### config.mk
export PLATFORM = sky130hd
export DESIGN_NAME = note_sequencer
export DESIGN_NICKNAME = d
export VERILOG_FILES = /design/src/rtl/note_seq_pkg.sv /design/src/rtl/note_sequencer_tick.sv /design/src/rtl/note_sequencer.sv
export SDC_FILE = /design/constraint.sdc
export NUM_CORES = 1
export LEC_CHECK = 0
export CAP_MARGIN = 20
export CORE_MARGIN = 3
export CORE_UTILIZATION = 49
export CTS_CLUSTER_DIAMETER = 40
export DETAILED_ROUTE_END_ITERATION = 6
export MAX_ROUTING_LAYER = met4
export PLACE_DENSITY = 0.86
export SYNTH_ARGS = -nofsm -noshare
export SYNTH_HDL_FRONTEND = slang
export SYNTH_HIERARCHICAL = 1
export SYNTH_SLANG_ARGS = --single-unit
export TNS_END_PERCENT = 30
### constraint.sdc
create_clock -name clk -period 2.82 [get_ports clk]
set_clock_uncertainty 0.15 [all_clocks]
set_input_delay 0.282 -clock clk [delete_from_list [all_inputs] [get_ports clk]]
set_output_delay 0.282 -clock clk [all_outputs]
set_load 0.02 [all_outputs]
### src/rtl/note_seq_pkg.sv
// note_seq_pkg: shared state type and song entry layout for the note sequencer
package note_seq_pkg;
  typedef enum logic [1:0] {IDLE, FETCH, LATCH, PLAY} state_t;
  localparam int NOTE_MSB = 15;
  localparam int NOTE_LSB = 6;
  localparam int DUR_MSB = 5;
  localparam int DUR_LSB = 0;
  localparam logic [9:0] NOTE_REST = 10'd0;
  localparam logic [5:0] DUR_END = 6'd0;
endpackage

### src/rtl/note_sequencer_tick.sv
// tick_prescaler: divides clk into one-cycle tempo tick pulses
module tick_prescaler #(
  parameter int TICK_DIV = 250000
) (
  input  logic clk,
  input  logic reset,
  input  logic clr,
  input  logic en,
  output logic tick
);
  localparam int CW = $clog2(TICK_DIV);
  logic [CW-1:0] cnt;
  assign tick = en && cnt == CW'(TICK_DIV - 1);
  always_ff @(posedge clk)
    if (reset || clr) cnt <= '0;
    else if (en) cnt <= tick ? '0 : cnt + CW'(1);
endmodule

### src/rtl/note_sequencer.sv
// note_sequencer: fetches note/duration entries from a song ROM and drives the note decoder
module note_sequencer import note_seq_pkg::*; #(
  parameter int ADDR_W   = 8,
  parameter int TICK_DIV = 250000,
  parameter bit LOOP     = 1'b0
) (
  input  logic              clk,
  input  logic              reset,
  input  logic              start,
  input  logic              stop,
  output logic [ADDR_W-1:0] rom_addr,
  input  logic [15:0]       rom_data,
  output logic [9:0]        note,
  output logic              enable,
  output logic              busy,
  output logic              done
);
  state_t state, state_d;
  logic [5:0] dur_cnt, dur_d;
  logic [ADDR_W-1:0] addr_d;
  logic [9:0] note_d;
  logic enable_d, done_d, tick, is_end, wrap_back, last, load;
  tick_prescaler #(.TICK_DIV(TICK_DIV)) u_tick (
    .clk(clk),
    .reset(reset),
    .clr(state == LATCH),
    .en(state == PLAY),
    .tick(tick)
  );
  assign is_end = rom_data[DUR_MSB:DUR_LSB] == DUR_END;
  assign wrap_back = LOOP && rom_addr != '0;
  assign last = tick && dur_cnt == 6'd1;
  assign load = state == LATCH && !is_end;
  always_ff @(posedge clk)
    if (reset) begin
      state <= IDLE;
      rom_addr <= '0;
      note <= NOTE_REST;
      enable <= 1'b0;
      busy <= 1'b0;
      done <= 1'b0;
      dur_cnt <= DUR_END;
    end else begin
      state <= state_d;
      rom_addr <= addr_d;
      note <= note_d;
      enable <= enable_d;
      busy <= state_d != IDLE;
      done <= done_d;
      dur_cnt <= dur_d;
    end
  always_comb
    state_d = state == IDLE  ? (start && !stop ? FETCH : IDLE)
            : stop           ? IDLE
            : state == FETCH ? LATCH
            : state == LATCH ? (is_end ? (wrap_back ? FETCH : IDLE) : PLAY)
            : last           ? FETCH : PLAY;
  always_comb begin
    note_d = state_d == IDLE ? NOTE_REST : load ? rom_data[NOTE_MSB:NOTE_LSB] : note;
    enable_d = state_d == IDLE ? 1'b0 : load ? rom_data[NOTE_MSB:NOTE_LSB] != NOTE_REST : enable;
    addr_d = state_d == IDLE || (state == LATCH && is_end) ? '0 : load ? rom_addr + 1'b1 : rom_addr;
    dur_d = state_d == IDLE ? DUR_END : load ? rom_data[DUR_MSB:DUR_LSB] : state == PLAY && tick ? dur_cnt - 6'd1 : dur_cnt;
    done_d = state == LATCH && is_end && !wrap_back && !stop;
  end
endmodule
==> flow_summary.rst <==
.. list-table::
   :header-rows: 1

   * - Metric
     - Value
   * - Outcome
     - completed
   * - Unique masters post-synth
     - between 40 and 50
   * - Core area
     - between 4000 and 5000 um^2
   * - Max H-tree Level
     - 2
   * - Leading cell types in the layout, fill and taps excluded
     - sky130_fd_sc_hd__dfxtp_1, sky130_fd_sc_hd__clkdlybuf4s50_1, sky130_fd_sc_hd__nand2_1
   * - Setup-violating endpoint count in the final report
     - 0
   * - First-pass iteration count of the detailed router
     - 4
   * - Max-slew violation count
     - 0
   * - Pin count of the biggest net entering global routing
     - 27
   * - Clock edge transition at the registers on the reported setup and hold paths
     - approximately 0.090 ns
   * - Required time of the worst setup path
     - around 2.8 ns
   * - Sink count of the clock tree
     - 47
   * - Count of fill cells added during filler insertion
     - around 330
   * - Antenna violations before repair
     - 0
   * - Std cell rows
     - 23
   * - Max Clk Rate
     - roughly 0.4 GHz
   * - Top post-synthesis cells by area
     - sky130_fd_sc_hd__dfxtp_1, sky130_fd_sc_hd__a21oi_1, sky130_fd_sc_hd__nand2_1
   * - CP Max Fanout
     - 26
   * - Max capacitance violation total
     - 0
   * - Yosys warning total
     - 6
   * - CP endpoint kind
     - register
   * - TritonCTS clock tree
     - yes
   * - DRC violations left
     - 0
   * - Cell area after synthesis
     - 2217 um^2
   * - DRC marker count from the first detailed-route iteration
     - 95
   * - Global route overflow
     - 0
   * - Width of the chip
     - between 70 and 80 um
   * - Routed length per instance
     - 13.65 um
   * - Wire length after detailed routing
     - 4.804 mm
   * - Detailed placer's ending HPWL
     - around 3.5 mm
   * - Crit Path Category
     - reg2reg
   * - Number of instances resized during post-cts repair
     - 0
   * - Standard cell area after detailed placement
     - 2640 um^2
   * - Post CTS Setup Buffer Count
     - 0
   * - EDFF count, synth
     - 0
   * - Leak
     - 0.8832 nW
   * - Hold crit path type
     - reg2reg
   * - Cell area after layout
     - approximately 2800 um^2
   * - Post-cts hold buffer count
     - 0
   * - Antenna Diode Count
     - 0
   * - Starting Density
     - 0.5313
   * - Final worst setup slack
     - about 0.33 ns
   * - Ports placed on the boundary
     - between 40 and 50
   * - Cell type with the highest aggregate area in the netlist
     - sky130_fd_sc_hd__dfxtp_1
   * - Share of synthesized area occupied by flip-flops and latches
     - 0.4244
   * - Post-Route Hold Slack
     - roughly 0.31 ns
   * - Minimum clock period after layout
     - between 2 and 2.5 ns
   * - Top flip-flop cell by instance count after synthesis
     - sky130_fd_sc_hd__dfxtp_1
   * - Share of final-layout standard cells stronger than drive strength 1
     - 0.07947
   * - Launching element type of the critical path
     - register
   * - Routability cong.
     - 0.8836
   * - Die Y
     - between 70 and 80 um
   * - CP arrival
     - approximately 2.5 ns
   * - Share of the synthesized area in the top cell type
     - 0.4244
   * - Area added between synthesis and finish
     - 24.55%
   * - Final nets
     - approximately 330
   * - Unrepaired setup endpoints after global routing
     - false
   * - Number of vias per cell after detailed routing
     - ~5.7
   * - Net count after synthesis
     - between 200 and 300
   * - Flip-flop and latch count after synthesis
     - 47
   * - Overall fraction of global-route tracks in use
     - 0.2058
   * - Power Dens Cells
     - 453.0 nW/um^2
   * - Via count of the first global-routing pass
     - between 1,500 and 2,000
   * - Post-detailed-route count of antenna-violating nets
     - 0
   * - Pin slew with the least headroom to its limit
     - roughly 0.7 ns
   * - Peak ir drop on the vdd network
     - approximately 0.38 mV
   * - Via total after detailed routing
     - around 2,000
   * - Port Buffers
     - 40
   * - Count of final hold-check violations
     - 0
   * - Post-synthesis async set-or-reset flop share
     - 0
   * - Overall Power
     - 1.251 mW
   * - Dpl ws
     - ~0.41 ns
   * - Total CTS buffers
     - 5
   * - Worst-case headroom to the max-slew limit
     - 0.5346
   * - Cell at the root of the clock tree
     - sky130_fd_sc_hd__clkbuf_8
   * - Sum Neg Setup Slack
     - 0 ns
   * - Global-route wire length before repair
     - about 8.5 mm
   * - Post-Syn Instances
     - roughly 260
   * - Total Die Area
     - 5368 um^2
   * - Syn Area/Cell
     - approximately 8.6 um^2
   * - Source-to-sink clock delay at the later pin of the worst-skew pair
     - around 0.30 ns
   * - CTS Buffer Depth
     - 2
   * - Share of the clock period used by the worst path
     - 0.8823
   * - Most common cell after layout, fill and taps aside
     - sky130_fd_sc_hd__dfxtp_1
## worst max-delay path: stages (launching register included)
cell	delay, ns
sky130_fd_sc_hd__dfxtp_1	0.47
sky130_fd_sc_hd__and2_1	0.18
sky130_fd_sc_hd__and4_1	0.23
sky130_fd_sc_hd__nand4_1	0.19
sky130_fd_sc_hd__nor2_1	0.29
sky130_fd_sc_hd__nand4b_1	0.13
sky130_fd_sc_hd__o21ai_1	0.18
sky130_fd_sc_hd__a31o_1	0.16
sky130_fd_sc_hd__buf_4	0.27
sky130_fd_sc_hd__a311oi_1	0.08
## synth_stat cells, types with 6 or more instances
master / count
sky130_fd_sc_hd__dfxtp_1: 47
sky130_fd_sc_hd__nand2_1: 33
sky130_fd_sc_hd__a21oi_1: 29
sky130_fd_sc_hd__nor2_1: 27
sky130_fd_sc_hd__xnor2_1: 14
sky130_fd_sc_hd__nand3_1: 12
sky130_fd_sc_hd__nor3_1: 8
sky130_fd_sc_hd__nor4_1: 8
sky130_fd_sc_hd__nand4_1: 7
sky130_fd_sc_hd__inv_1: 6
sky130_fd_sc_hd__o21ai_0: 6
sky130_fd_sc_hd__or3_1: 6
## final timing paths
kind | to | depth (start not counted) | from | slack [ns]
setup / recovery | enable$_SDFFE_PP0P_ | 9 | state[1]$_SDFF_PP0_ | 0.33
hold / removal | note[8]$_SDFFE_PP0P_ | 2 | note[8]$_SDFFE_PP0P_ | 0.31
hold reg to reg | note[8]$_SDFFE_PP0P_ | 2 | note[8]$_SDFFE_PP0P_ | 0.31
setup reg to reg | enable$_SDFFE_PP0P_ | 9 | state[1]$_SDFF_PP0_ | 0.33
## final cells by class
type / count / area [um^2] / share of cell area
clock buffers: 6 / 82.58 / 0.02990
clock inverters: 2 / 38.79 / 0.01405
inverters: 6 / 22.52 / 0.008156
multi-input cells: 196 / 1176 / 0.4259
flip-flops and latches: 47 / 940.9 / 0.3407
well taps: 50 / 62.56 / 0.02266
repair buffers: 45 / 437.9 / 0.1586
## registers in the layout (all words and copies together) (netlist names)
| register | cells |
|---|---|
| rom_addr | 8 |
| enable | 1 |
| dur_cnt | 6 |
| state | 2 |
| note | 10 |
| busy | 1 |
| u_tick/cnt | 18 |
| done | 1 |
## metrics by stage
step,utilization,cells
2_1_floorplan,-,259
3_3_place_gp,0.6327,344
3_5_place_dp,0.6327,344
4_1_cts,0.6618,352
5_1_grt,0.6618,352
6_report,0.6618,352
## cell families (layout without fill, tap and decap cells)
kind of cell,Yosys count,count (layout),share of synthesized area
AND/OR/NAND/NOR,124,124,0.3042
AO/OA/AOI/OAI,52,52,0.1405
flip-flops,47,47,0.4244
XOR/XNOR,16,16,0.06321
buffers and inverters,16,59,0.04514
adder cells (fa/ha/maj),4,4,0.02257
## power breakdown
part	switching, mW	total (mW)	leakage [nW]	internal (mW)
Sequential	0.00281	0.669	0.379	0.666
Clock	0.223	0.514	0.0618	0.291
Combinational	0.0331	0.0685	0.443	0.0354
## routing by layer
layer	track usage	routed length [um]
met1	0.2517	2148
met5	-	0
met2	0.3247	2283
met4	0.05738	19
met3	0.06703	353
No activity file was read; power rests on OpenSTA's default activity.
